### config.mk
export PLATFORM = sky130hd
export DESIGN_NAME = mem_rr_arbiter
export DESIGN_NICKNAME = d
export VERILOG_FILES = /design/src/rtl/mem_rr_arbiter.sv
export SDC_FILE = /design/constraint.sdc
export NUM_CORES = 1
export LEC_CHECK = 0
export CAP_MARGIN = 0
export CORE_UTILIZATION = 37
export CTS_CLUSTER_SIZE = 30
export DETAILED_ROUTE_END_ITERATION = 16
export PLACE_DENSITY = 0.81
export SYNTH_ARGS = -nofsm -noshare
export SYNTH_HDL_FRONTEND = slang
export SYNTH_SLANG_ARGS = --single-unit
### constraint.sdc
create_clock -name clk -period 1.9 [get_ports clk]
set_input_delay 0.38 -clock clk [delete_from_list [all_inputs] [get_ports clk]]
set_output_delay 0.38 -clock clk [all_outputs]
set_load 0.02 [all_outputs]
### src/rtl/mem_rr_arbiter.sv
// mem_rr_arbiter
//   Shares one write-port / async-read-port memory between two requesters.
//   After reset, or when asked to, it clears every word to clear_value.
//   It then grants at most one request per cycle, round-robin.
//   Read data comes back one cycle after the grant, through a register.
//
// Ports
//   clk, arst_n             clock, asynchronous active-low reset
//   clear                   one-cycle pulse; starts a clear (only in SERVE)
//   init_done               high while serving requests
//   reqN_valid/ready        request handshake, transfer on valid & ready
//   reqN_wen/addr/wdata     request kind (1 = write), address, write data
//   respN_valid/rdata       one-cycle read response, data held afterwards
//   mem_wen/waddr/wdata     memory write port
//   mem_raddr, mem_rdata    memory async read port
module mem_rr_arbiter #(
  parameter int               width       = 16,
  parameter int               depth       = 16,
  parameter logic [width-1:0] clear_value = '0
) (
  input  logic                     clk,
  input  logic                     arst_n,
  input  logic                     clear,
  output logic                     init_done,
  input  logic                     req0_valid,
  output logic                     req0_ready,
  input  logic                     req0_wen,
  input  logic [$clog2(depth)-1:0] req0_addr,
  input  logic [width-1:0]         req0_wdata,
  output logic                     resp0_valid,
  output logic [width-1:0]         resp0_rdata,
  input  logic                     req1_valid,
  output logic                     req1_ready,
  input  logic                     req1_wen,
  input  logic [$clog2(depth)-1:0] req1_addr,
  input  logic [width-1:0]         req1_wdata,
  output logic                     resp1_valid,
  output logic [width-1:0]         resp1_rdata,
  output logic                     mem_wen,
  output logic [$clog2(depth)-1:0] mem_waddr,
  output logic [width-1:0]         mem_wdata,
  output logic [$clog2(depth)-1:0] mem_raddr,
  input  logic [width-1:0]         mem_rdata
);

  localparam int aw = $clog2(depth);
  localparam logic [aw-1:0] last_addr = aw'(depth - 1);

  typedef enum logic {
    CLEAR = 1'b0,
    SERVE = 1'b1
  } state_t;

  state_t          state;
  logic [aw-1:0]   clr_addr;
  logic            prio;
  logic            serving;
  logic            grant0;
  logic            grant1;

  // A clear pulse blocks every grant in its own cycle, so the switch to
  // CLEAR never races with a transfer the clients believe has completed.
  always_comb begin
    serving = (state == SERVE) && !clear;
    grant0  = serving && req0_valid && (!req1_valid || !prio);
    grant1  = serving && req1_valid && (!req0_valid ||  prio);
  end

  assign req0_ready = grant0;
  assign req1_ready = grant1;
  assign init_done  = (state == SERVE);

  // Idle values are forced to zero so the memory bus is quiet and
  // deterministic whenever no write or read is granted.
  always_comb begin
    mem_wen   = 1'b0;
    mem_waddr = '0;
    mem_wdata = '0;
    mem_raddr = '0;
    if (state == CLEAR) begin
      mem_wen   = 1'b1;
      mem_waddr = clr_addr;
      mem_wdata = clear_value;
    end else if (grant0) begin
      if (req0_wen) begin
        mem_wen   = 1'b1;
        mem_waddr = req0_addr;
        mem_wdata = req0_wdata;
      end else begin
        mem_raddr = req0_addr;
      end
    end else if (grant1) begin
      if (req1_wen) begin
        mem_wen   = 1'b1;
        mem_waddr = req1_addr;
        mem_wdata = req1_wdata;
      end else begin
        mem_raddr = req1_addr;
      end
    end
  end

  // Controller state, clear address, round-robin pointer.
  // clr_addr wraps back to 0 by itself because depth is a power of two.
  always_ff @(posedge clk or negedge arst_n) begin
    if (!arst_n) begin
      state    <= CLEAR;
      clr_addr <= '0;
      prio     <= 1'b0;
    end else begin
      case (state)
        CLEAR: begin
          clr_addr <= clr_addr + aw'(1);
          if (clr_addr == last_addr) begin
            state <= SERVE;
          end
        end
        SERVE: begin
          if (clear) begin
            state    <= CLEAR;
            clr_addr <= '0;
          end
          if (grant0) begin
            prio <= 1'b1;
          end else if (grant1) begin
            prio <= 1'b0;
          end
        end
        default: state <= CLEAR;
      endcase
    end
  end

  // Read responses: the async read data is captured at the grant edge, so
  // the response appears one cycle later. rdata holds between responses.
  always_ff @(posedge clk or negedge arst_n) begin
    if (!arst_n) begin
      resp0_valid <= 1'b0;
      resp0_rdata <= '0;
      resp1_valid <= 1'b0;
      resp1_rdata <= '0;
    end else begin
      resp0_valid <= grant0 && !req0_wen;
      resp1_valid <= grant1 && !req1_wen;
      if (grant0 && !req0_wen) begin
        resp0_rdata <= mem_rdata;
      end
      if (grant1 && !req1_wen) begin
        resp1_rdata <= mem_rdata;
      end
    end
  end

endmodule

==> out/results.ini, run 1 <==
[routing]
drc_errors = 0
num_vias = 1703
drt_first_iter_violations = 72
dr.pass1.iters = 4
routed_via_density = 4.87
routedWlPerCell_um = 17.3
postRouteAntennaNets = 0
drt_wl_total_um = 6060

[timing]
slew_headroom_pct = 66.5
rsz0062_at_grt = yes
tightest_slew_ns = 0.503
fin_skew_ns = 0.00627
fin_ws_ns = -0.0889
period_needed_ns = 1.99
maxSlewViolCount = 0
setup_viol = 25
hold_violations = 0
min_period_over_period_pct = 105
timing.fmax_mhz = 503

[yosys]
ys_types = 29
ys_ff_latch = 40
synth_edf_count = 0
netlist_area_mm2 = 0.00197
syn_nets = 199
avgSynthCellArea_um2 = 14.6
synth_top_area_share_pct = 50.9
synth-xor-area-share_pct = 0.445
synthFlopType = dfrtp_1
postSynthCellCount = 135
synth-compound-area-share_pct = 14.2
synthMuxAreaShare_pct = 22.1
synth_top_family_by_area = multiplexers
yosysSeqAreaShare_pct = 50.9
ys_warn_count = 0
yosysTopAreaCell = dfrtp_1
synth_fa_ha_area_share_pct = 0.636
synth_area_leaders = dfrtp_1, mux2_4, a22o_1
synthArstFlopShare_pct = 100
synth-simple-area-share_pct = 7.63

[cells_and_area]
drive_gt1_share_pct = 34.6
area_growth_pct = 80.7
final_util_pct = 69.6
most-common-layout-cells = clkdlybuf4s50_1, dfrtp_1, buf_6, a22o_1, mux2_4
nNetsFinal = 343
fin_cells = 350
final_common_cell = clkdlybuf4s50_1
stdcell_area_mm2 = 0.00356
antennaDiodeCount = 0

[cts]
cts_root_buffer = clkbuf_8
numCtsBuffers = 5
clockBufferDepth = 2
clock_latency_ns = 0.30
cts_sinks = 40
htreeDepth = 2
tritoncts = done
cts.clk_slew.worst_paths_ns = 0.07

[place]
io_buffers = 124
routabilityCongestion = 0.797
dp.cells = 338
dpl_cell_area_mm2 = 0.00340
dp_hpwl_um = 4640

[pwr]
p_leak_uw = 0.00166
vdd_drop_max_v = 0.000678
p_per_area_mw_per_mm2 = 1150

[critical_path]
regToRegSetupSlack_ns = 0.11
path_cells = nor2b_4 > nor3b_2 > buf_12 > or3_4 > buf_6
cp_slowest_cell = dfrtp_2
worstPathRequired_ns = 1.52
cp-start-kind = register
worstSetupEndpointType = primary output
slowest_delay_ns = 0.46
critPathMaxFanout = 21
worstSetupPathType = register to primary output
crit_arrival_ns = 1.61

[global_route]
grt_pass1_vias = 1657
grt_max_degree = 41
grt_antenna_before_repair = 0
grt-ovfl-total = 0
grtUsageTotal_pct = 22.1
grt_pass1_wl_um = 8880

[run_status]
violations = negative setup slack
outcome = complete, but fails checks

[floorplan]
std_cell_rows = 26
die_h_um = 74.9
boundaryPins = 125
core-area_mm2 = 0.00511
initial_utilization_pct = 38.5
die_area_mm2 = 0.00562
die_x_um = 74.9

[worst_hold_path]
hold_class = input port to async pin

[job]
timing.max_cap.violations = 0

-- synth_stat cells (2+ instances only) --
master and count:
inv_1 2, and2b_1 4, a22o_1 21, mux2_1 2
buf_6 4, a221o_1 5, buf_2 2, mux2_2 10
nand3b_4 2, o21ai_0 3, buf_4 2, mux2_4 20
dfrtp_1 40, nand2_1 3
-- worst max-delay path: cells and delay by family, from the launching register on --
| kind | cells | cell delay [ns] |
|---|---|---|
| buffers and inverters | 2 | 0.29 |
| DFF | 1 | 0.46 |
| and+or+nand+nor | 3 | 0.57 |
-- power by group --
| part | internal, uW | switching (uW) | total, uW |
|---|---|---|---|
| registers | 1170 | 225 | 1390 |
| logic | 1210 | 887 | 2090 |
| clock network | 290 | 298 | 588 |
| total | 2660 | 1410 | 4070 |
-- kinds of logic after synthesis --
family                   count (synthesis)
flip-flops                              40
AO/OA/AOI/OAI                           33
multiplexers                            32
AND/OR/NAND/NOR                         17
buffers and inverters                   11
XOR/XNOR                                 1
adder cells (fa/ha/maj)                  1
-- flip-flops by register name, summed over array words and instances (netlist names) --
name / cells
clr_addr: 4
init_done: 1
prio: 1
resp0_rdata: 16
resp0_valid: 1
resp1_rdata: 16
resp1_valid: 1
-- stage by stage --
| stage | hold slack (ns) | TNS [ns] | total power, uW | worst slack (ns) |
|---|---|---|---|---|
| 2_1_floorplan | 0.0844 | 0 | 2400 | 0.114 |
| 3_3_place_gp | 0.462 | -26.38 | 3380 | -0.785 |
| 3_5_place_dp | 0.468 | -26.67 | 3450 | -0.799 |
| 4_1_cts | 0.142 | -2.25 | 4100 | -0.119 |
| 5_1_grt | 0.161 | -3.23 | 4290 | -0.182 |
| 6_report | 0.127 | -1.32 | 4070 | -0.0889 |
-- final timing paths --
kind	start	to	cells past startpoint
worst max register to register	init_done	resp1_rdata[13]	5
worst max-delay path	prio	mem_wen	5
worst min-delay path	arst_n	resp0_rdata[4]	2
max in group asynchronous	arst_n	prio	2
min in group clk	resp1_rdata[15]	resp1_rdata[15]	1
worst min register to register	resp1_rdata[15]	resp1_rdata[15]	1
-- cell type report --
type	count	area [um2]
Inverter	3	11.3
Fill cell	390	1550
Multi-Input combinational cell	84	896
Tap cell	70	87.6
Sequential cell	40	1000
Timing Repair Buffer	145	1470
Clock inverter	2	10.0
Clock buffer	6	82.6
-- routing by layer --
metal  wire length, um  global-route usage [%]  vias up
met5                 0                       0        -
li1                  -                       -      794
met1              2450                    26.2      846
met3               262                    4.82        7
met4                92                    8.81        0
met2              3260                    38.8       56
-- timing repair --
item	4_1_cts	5_1_grt
endpoints found under the setup margin	44	32
gates resized for setup	161	9
gates cloned	0	0
setup buffers	6	1
hold buffers	0	0
pin swaps	10	7
(Power assumes the default switching activity.)
==> inputs of run 2 (changes only) <==
--- a/config.mk
+++ b/config.mk
@@ -7,7 +7,6 @@
 export LEC_CHECK = 0
 export CAP_MARGIN = 0
 export CORE_UTILIZATION = 37
-export CTS_CLUSTER_SIZE = 30
 export DETAILED_ROUTE_END_ITERATION = 16
 export PLACE_DENSITY = 0.81
 export SYNTH_ARGS = -nofsm -noshare
==> results of run 2 <==
Final layout, timing and power as in run 1 (identical DEF).
